===== src/rtl/alu_issue_sched.sv =====
// alu_issue_sched: picks the oldest eligible ALU op per channel from the issue
// queue, searching from head with wrap-around. Each channel holds its pick in a
// valid/ready handshake until the ALU accepts it.
//
// Ports:
//   clk, rst (async active-low), ce (clock enable)
//   head          - index of the oldest queue entry
//   allow_issue   - per-channel issue permission
//   could_issue   - entry ready and not yet issued
//   iq_alu        - entry is an ALU op
//   iq_alu0       - entry restricted to channel 0
//   iq_prior_sync - entry blocked by an older outstanding sync
//   flush         - cancels every held issue
//   alu_ready     - per-channel ALU accepts its offered op
//   issue_valid   - channel holds an op
//   issue_idx     - held entry index, channel c at [c*IDXW +: IDXW]
//   issue_oh      - held entry one-hot, channel c at [c*IQ_ENTRIES +: IQ_ENTRIES]
//   held_mask     - OR of all issue_oh
module alu_issue_sched #(
   parameter int unsigned IQ_ENTRIES = 8,
   parameter int unsigned NUM_ALU    = 2,
   parameter int unsigned IDXW       = $clog2(IQ_ENTRIES)
) (
   input  logic                            clk,
   input  logic                            rst,
   input  logic                            ce,
   input  logic [IDXW-1:0]                 head,
   input  logic [NUM_ALU-1:0]              allow_issue,
   input  logic [IQ_ENTRIES-1:0]           could_issue,
   input  logic [IQ_ENTRIES-1:0]           iq_alu,
   input  logic [IQ_ENTRIES-1:0]           iq_alu0,
   input  logic [IQ_ENTRIES-1:0]           iq_prior_sync,
   input  logic                            flush,
   input  logic [NUM_ALU-1:0]              alu_ready,
   output logic [NUM_ALU-1:0]              issue_valid,
   output logic [NUM_ALU*IDXW-1:0]         issue_idx,
   output logic [NUM_ALU*IQ_ENTRIES-1:0]   issue_oh,
   output logic [IQ_ENTRIES-1:0]           held_mask
);

   typedef enum logic {
      ST_IDLE = 1'b0,
      ST_HOLD = 1'b1
   } state_e;

   state_e                             state_q [NUM_ALU];
   state_e                             state_d [NUM_ALU];
   logic [NUM_ALU-1:0][IDXW-1:0]       idx_q, idx_d;
   logic [NUM_ALU-1:0][IQ_ENTRIES-1:0] oh_q, oh_d;
   logic [IQ_ENTRIES-1:0]              held_q, held_d;

   logic [NUM_ALU-1:0]                 accept;
   logic [NUM_ALU-1:0]                 load;
   logic [NUM_ALU-1:0]                 cand_found;
   logic [NUM_ALU-1:0][IDXW-1:0]       cand_idx;
   logic [IQ_ENTRIES-1:0]              released;
   logic [IQ_ENTRIES-1:0]              base_elig;
   logic [IQ_ENTRIES-1:0]              picked;
   logic [IDXW-1:0]                    probe;

   // Handshake completion; entries accepted this cycle become pickable again
   always_comb begin
      accept   = '0;
      released = '0;
      for (int c = 0; c < NUM_ALU; c++) begin
         accept[c] = ce && (state_q[c] == ST_HOLD) && alu_ready[c];
         if (accept[c]) begin
            released = released | oh_q[c];
         end
      end
   end

   assign base_elig = could_issue & iq_alu & ~iq_prior_sync & ~(held_q & ~released);

   // Oldest-first candidate per channel; lower channels claim entries first
   always_comb begin
      picked     = '0;
      cand_found = '0;
      cand_idx   = '0;
      load       = '0;
      probe      = '0;
      for (int c = 0; c < NUM_ALU; c++) begin
         for (int k = 0; k < IQ_ENTRIES; k++) begin
            probe = head + IDXW'(k);
            if (!cand_found[c] && base_elig[probe] && !picked[probe] &&
                ((c == 0) || !iq_alu0[probe])) begin
               cand_found[c] = 1'b1;
               cand_idx[c]   = probe;
            end
         end
         load[c] = ce && allow_issue[c] && cand_found[c] &&
                   ((state_q[c] == ST_IDLE) || accept[c]);
         if (load[c]) begin
            picked[cand_idx[c]] = 1'b1;
         end
      end
   end

   // Channel state register
   always_ff @(posedge clk or negedge rst) begin
      if (!rst) begin
         for (int c = 0; c < NUM_ALU; c++) begin
            state_q[c] <= ST_IDLE;
         end
         idx_q  <= '0;
         oh_q   <= '0;
         held_q <= '0;
      end else begin
         for (int c = 0; c < NUM_ALU; c++) begin
            state_q[c] <= state_d[c];
         end
         idx_q  <= idx_d;
         oh_q   <= oh_d;
         held_q <= held_d;
      end
   end

   // Next state: flush beats load, load beats plain accept
   always_comb begin
      for (int c = 0; c < NUM_ALU; c++) begin
         state_d[c] = state_q[c];
      end
      idx_d  = idx_q;
      oh_d   = oh_q;
      held_d = '0;
      for (int c = 0; c < NUM_ALU; c++) begin
         if (ce && flush) begin
            state_d[c] = ST_IDLE;
            idx_d[c]   = '0;
            oh_d[c]    = '0;
         end else if (load[c]) begin
            state_d[c] = ST_HOLD;
            idx_d[c]   = cand_idx[c];
            oh_d[c]    = IQ_ENTRIES'(1) << cand_idx[c];
         end else if (accept[c]) begin
            state_d[c] = ST_IDLE;
            idx_d[c]   = '0;
            oh_d[c]    = '0;
         end
         held_d = held_d | oh_d[c];
      end
   end

   // Outputs straight from registered state
   always_comb begin
      issue_valid = '0;
      issue_idx   = '0;
      issue_oh    = '0;
      for (int c = 0; c < NUM_ALU; c++) begin
         issue_valid[c]                         = (state_q[c] == ST_HOLD);
         issue_idx[c*IDXW +: IDXW]              = idx_q[c];
         issue_oh[c*IQ_ENTRIES +: IQ_ENTRIES]   = oh_q[c];
      end
      held_mask = held_q;
   end

endmodule


===== config.mk =====
export PLATFORM = sky130hd
export DESIGN_NAME = alu_issue_sched
export DESIGN_NICKNAME = d
export VERILOG_FILES = /design/src/rtl/alu_issue_sched.sv
export SDC_FILE = /design/constraint.sdc
export NUM_CORES = 1
export LEC_CHECK = 0
export BUFFER_PORTS_ARGS = -buffer_cell sky130_fd_sc_hd__buf_2
export CORE_AREA = 2 2 119 121
export CTS_BUF_LIST = sky130_fd_sc_hd__clkbuf_4
export DETAILED_ROUTE_END_ITERATION = 10
export DIE_AREA = 0 0 121 123
export PLACE_DENSITY = 0.46
export SLEW_MARGIN = 25
export SYNTH_ARGS = -nofsm -noshare
export SYNTH_HDL_FRONTEND = slang
export SYNTH_SLANG_ARGS = --single-unit

===== constraint.sdc =====
create_clock -name clk -period 5.5 [get_ports clk]
set_clock_uncertainty 0.15 [all_clocks]
set_input_delay 0 -clock clk [delete_from_list [all_inputs] [get_ports clk]]
set_output_delay 0 -clock clk [all_outputs]
set_load 0.01 [all_outputs]

== After elaboration in Yosys (flattened, before gate mapping) ==
Memories as Yosys holds them, arrays and structs flattened.
Index checks and enable logic that the tools add are counted.
Word-level totals
  register bits after elaboration: 32
  ROM bits: 64
  logic and storage cells: 248
  memories: 8
Memory list
  (no name shown): depth 8, width 1, read ports 1, clocked after memory_dff 0, write ports 0, line 85  | if (!cand_found[c] && base_elig[probe] && !picked[probe] &&
  (no name shown): depth 8, width 1, read ports 1, clocked after memory_dff 0, write ports 0, line 85
  (no name shown): depth 8, width 1, read ports 1, clocked after memory_dff 0, write ports 0, line 85
  (no name shown): depth 8, width 1, read ports 1, clocked after memory_dff 0, write ports 0, line 85
  (no name shown): depth 8, width 1, read ports 1, clocked after memory_dff 0, write ports 0, line 85
  (no name shown): depth 8, width 1, read ports 1, clocked after memory_dff 0, write ports 0, line 85
  +2 memories
Operators by class
  $add $sub $neg: 7
  magnitude comparators: 10
  shift-type cells: 2
  muxes and demuxes: 111
  bitwise logic cells: 11
  reductions and logical operators: 92
Operators by type and width (count)
  $bmux W1 S3: 24
  $mux W8: 9
  $mux W3: 22
  $mux W1: 55
  $logic_and A1 B1 Y1: 50
  $logic_not A1 Y1: 38
  $lt A3 B4 Y1 const B: 9
  $and A8 B8 Y8: 4
  $not A8 Y8: 3
  $or A8 B8 Y8: 2
  $shl A1 B3 Y8 const A: 2
  $add A3 B3 Y3 const B: 4
  $add A3 B2 Y3 const B: 2
  $reduce_bool A3 Y1: 2
  $add A3 B1 Y3 const B: 1
  $demux W1 S3: 1
  $ge A3 B1 Y1 const B: 1
  $logic_or A1 B1 Y1: 2
  $not A1 Y1: 2

== Depth between registers and ports, before layout ==
  depth after elaboration: 92
  gate-level depth with buffers: 21

== Worst setup path after synthesis ==
No wires, ideal clock.
  path kind: input to register
  start: input port head[1]
  end: register held_q[0] (netlist: held_mask[0])
  library setup time: 0.096 ns
  arrival: 4.759 ns
  required time: 5.254 ns
  slack: 0.494 ns
  stages: 19
  path buffers: 5
  path through: buf_2 > inv_1 > clkbuf_1 > buf_1 > ha_1 > clkbuf_1 > mux4_2 > nor3b_1 > o41ai_1 > and3_1 > o31a_2 > xnor2_2 > mux2_2 > o211ai_2 > o41a_2 > o2111a_2 > or4b_1 > buf_4 > o31ai_1
Between the ends
  word-level cells in the longest chain between the ends: 84
  elaborated cells between the ends (all ways): 196
  classes of those cells: add/sub: 7; order compare: 2; shift: 2; mux: 95; bitwise: 1; reduce/logical: 81; memory: 8
Ends and longest elaborated chain
  start, declared: line 27  | input logic [IDXW-1:0] head,
  parallel branches: the longest is 83 deep, another holds $add A3 B1 Y3
  $or A8 B8 Y8 *: line 140  | held_d = held_d | oh_d[c];
  net held_d[0]: line 50  | logic [IQ_ENTRIES-1:0] held_q, held_d;
  end signal, assigned: line 114  | held_q <= held_d;
  end, declared: line 50
Mark *: on every way through the listed nets, which the timed path passes. The select of a mux whose other input is x is not followed.
A chain may end at the register's enable or synchronous reset.

== Worst setup path after layout ==
  start: register state_q (netlist bit issue_valid[1])
  end: register held_q[1] (netlist: held_mask[1])
Between the ends
  word-level cells in the longest chain between the ends: 90
  elaborated cells between the ends (all ways): 151
  classes of those cells: order compare: 2; shift: 2; mux: 73; bitwise: 6; reduce/logical: 68
Ends and longest elaborated chain
  start, declared: line 46  | state_e state_q [NUM_ALU];
  start signal, assigned by index: line 110  | state_q[c] <= state_d[c];
  $logic_and A1 B1 Y1 (2 in a row): line 66  | accept[c] = ce && (state_q[c] == ST_HOLD) && alu_ready[c];
  $mux W8: line 67  | if (accept[c]) begin
  $not A8 Y8: line 73  | assign base_elig = could_issue & iq_alu & ~iq_prior_sync & ~(held_q & ~released);
  $and A8 B8 Y8: line 73
  $not A8 Y8: line 73
  $and A8 B8 Y8: line 73
  $bmux W1 S3: line 85
  $mux W1 (implied by the code): line 85
  [... 71 more ...]
  $logic_not A1 Y1: line 85
  $logic_and A1 B1 Y1 (3 in a row): line 85
  $mux W1: line 85
  $logic_and A1 B1 Y1 (2 in a row): line 91  | load[c] = ce && allow_issue[c] && cand_found[c] &&
  $mux W8: line 131  | end else if (load[c]) begin
  $mux W8: line 127  | if (ce && flush) begin
  $or A8 B8 Y8 *: line 140
  net held_d[1]: line 50
Mark *: on every way through the listed nets, which the timed path passes. The rest lies on a longest branch. The select of a mux whose other input is x is not followed.

==> results.txt <==
outcome: finished clean
synth warn: 0
XOR/XNOR Fraction of Synth Area: 0.0150
final count of negative-setup-slack endpoints: 0
Adder-Cell Fraction of Synth Area: 0.00626
CTS tree: yes
initial antenna violation count: 0
count of different cell masters after synthesis: 85
die area: 14900 sq um
gpl congestion: 0.913
average detailed-routed wire length per instance: 20.6 microns
drt first-iter violations: 320
fmax: 0.189 GHz
number of remaining DRC errors: 0
cell repeated most along the worst path: sky130_fd_sc_hd__nand3_1
length of the first detailed-routing pass in iterations: 5
Largest delay share family, worst path: compound AO/OA/AOI/OAI gates
TritonCTS Sinks: 32
Area contributors post-synth: sky130_fd_sc_hd__dfrtp_1, sky130_fd_sc_hd__mux4_2, sky130_fd_sc_hd__nand2_1
net total in the final layout: 600
synthesized area per cell: 8.62 sq um
antenna fix cells: 0
critical path type: reg2reg
initial core utilization: 0.294
most area-hungry cell type in the Yosys netlist: sky130_fd_sc_hd__dfrtp_1
Post-Synthesis Cells: 464
largest stage delay on the critical path: 0.61 ns
buffering stage count on the worst path with inverters included: 0
leakage: 2.00 nW
die width: 121 microns
fraction of registers with async set/reset: 1.00
root buffer selected by CTS: sky130_fd_sc_hd__clkbuf_4
number of enable flip-flop cells after synthesis: 0
Register Area: 803 sq um
list of cells traversed by the critical path: nand4_1, a31oi_2, a21oi_1, mux4_2, o211a_1, a211o_1, a311o_1, o211ai_1, nand3_1, nand3_1, o41a_2, o2111a_2, or4b_4, o31ai_1
Least-Margin Pin Slew: 0.707 ns
per-cell via count in the routed design: 6.03
synthesized cell area: 4000 sq um
number of nets still failing antenna checks after routing: 0
Final min period: 5.29 ns
Power Total: 0.967 mW
Hold WC Path Type: in2reg
area of the multi-input gates: 3090 sq um
number of input and output port buffers inserted: 74
Post-Synthesis Net Count: 509
drt total wl: 15100 microns
first-pass GRT wire length: 23700 microns
IO Count: 75
standard cell core area: 13600 sq um
largest net degree at the start of global routing: 33
largest family of logic cells by synthesized area: compound AO/OA/AOI/OAI gates
critical path data arrival time: 5.39 ns
worst-case vdd ir drop: 0.145 mV
sequential fraction of the synthesis area: 0.200
clock latency on the worst-skew pair: 0.35 ns
fraction of layout instances using a drive strength above 1: 0.342
remaining global-route overflow: 0
top-area cell type share of the netlist area: 0.200
crit path max-delay cell type: sky130_fd_sc_hd__mux4_2
hold violation count in the final report: 0
worst-path fanout max: 12
vias after detailed routing: 4435
post-route clock period utilization: 0.962
Req. time, crit path: 5.60 ns
number of H-tree levels: 2
Final Worst Setup Slack: 0.207 ns
Relative slew margins: 0.517
num rows: 43
clock slew at the register clock pins of the worst setup and hold paths: 0.10 ns
number of buffers created by CTS: 5
Layout area overhead: 21.9%
startpoint type of the worst setup path: register
HPWL reported at the end of detailed placement: 12300 microns
maximum buffer depth of the clock tree: 2
pre-CTS WS: -0.0653 ns
number of fillers in the final layout: 1414
Max Transition Viols Final: 0
most common cell after layout, fill and taps aside: sky130_fd_sc_hd__buf_2
Post-Synth Simple-Gate Area: 0.228
number of global-route vias before repair: 4276
Chip Height: 123 microns
top library cells by usage in the layout, fill and taps aside: sky130_fd_sc_hd__buf_2, sky130_fd_sc_hd__nand2_1, sky130_fd_sc_hd__nor2_1
pwr dens: 198 nW/um^2
share of synthesized area spent on multiplexers: 0.170
most used flip-flop cell after synthesis: sky130_fd_sc_hd__dfrtp_1
capturing element type of the critical path: register
area fraction in compound gates after synthesis: 0.335
total routing usage reported by global routing: 0.204
Seq cells post-synth: 32
max-cap viol count: 0
-- through the flow --
stage / hold WS, ns / cell area [sq um] / setup TNS [ns] / instances / util
3_3_place_gp: -0.0522 / 4710 / 0 / 724 / 0.346
3_5_place_dp: -0.0528 / 4710 / -0.331 / 724 / 0.346
6_report: 0.00463 / 4870 / 0 / 736 / 0.358
2_1_floorplan: -0.446 / 4000 / 0 / 464 / -
5_1_grt: 0.0478 / 4870 / -0.00756 / 736 / 0.358
4_1_cts: 0.0188 / 4810 / 0 / 735 / 0.354
-- where the power goes --
part | leakage [nW] | switching, mW | total (mW) | internal (mW)
registers | 0.437 | 0.0378 | 0.300 | 0.262
logic | 1.53 | 0.322 | 0.535 | 0.213
clock network | 0.0324 | 0.0857 | 0.133 | 0.0468
-- worst reg2reg max path, delay by kind of cell (launching register included) --
kind / cells / cell delay, ns
compound gates: 9 / 2.74
simple gates: 4 / 1.16
mux: 1 / 0.61
flops: 1 / 0.53
-- layout make-up --
type                            instances  share of cell area
Tap cell                              180              0.0462
Sequential cell                        32               0.165
Clock inverter                          3             0.00282
Clock buffer                            5             0.00770
Multi-Input combinational cell        393               0.633
Inverter                               10             0.00770
Timing Repair Buffer                  113               0.138
-- repair_timing --
| action | in CTS | in global routing |
|---|---|---|
| endpoints found under the hold margin | 35 | 0 |
| pin swaps | 0 | 1 |
| cloned | 0 | 0 |
| buffers inserted | 0 | 1 |
| setup endpoints to repair | 12 | 18 |
| hold buffers | 3 | 0 |
| gates resized for setup | 4 | 10 |
-- cell usage after synthesis (all sizes together), types with 6 or more instances --
| master | instances |
|---|---|
| a21oi | 24 |
| a311oi | 9 |
| a31oi | 13 |
| and3 | 7 |
| buf | 21 |
| clkbuf | 8 |
| dfrtp | 32 |
| inv | 8 |
| mux2i | 21 |
| mux4 | 18 |
| nand2 | 52 |
| nand3 | 15 |
| nand3b | 6 |
| nand4 | 19 |
| nor2 | 38 |
| nor2b | 6 |
| nor3 | 10 |
| o211ai | 9 |
| o21ai | 20 |
| o31ai | 21 |
-- final timing paths --
path                            slack (ns)  cells after the start           start        endpoint
worst max-delay path                  0.21                     14  issue_valid[1]    held_mask[1]
worst min-delay path                 0.005                      2              ce    issue_idx[0]
worst max register to register        0.21                     14  issue_valid[1]    held_mask[1]
worst min register to register        0.35                      2    issue_idx[5]    issue_idx[5]
max in group asynchronous             4.61                      2             rst  issue_valid[0]
min in group asynchronous             0.09                      2             rst    issue_idx[2]
-- sequential cells by signal (all words and copies together), names as in the netlist --
register	flops
issue_valid	2
issue_idx	6
held_mask	8
issue_oh	16
-- cell families after synthesis --
| kind of cell | after synthesis |
|---|---|
| fa+ha+maj | 2 |
| compound gates | 164 |
| simple gates | 177 |
| xor+xnor | 6 |
| buf+inv | 39 |
| flops | 32 |
| mux | 44 |
-- metal layers --
layer / vias to the layer above / GRT usage / wire length, microns
li1: 2074 / - / -
met1: 2174 / 0.268 / 6660
met2: 152 / 0.351 / 7340
met3: 35 / 0.0198 / 673
met4: 0 / 0.0712 / 463
met5: - / 0 / 0
(Power assumes the default switching activity.)
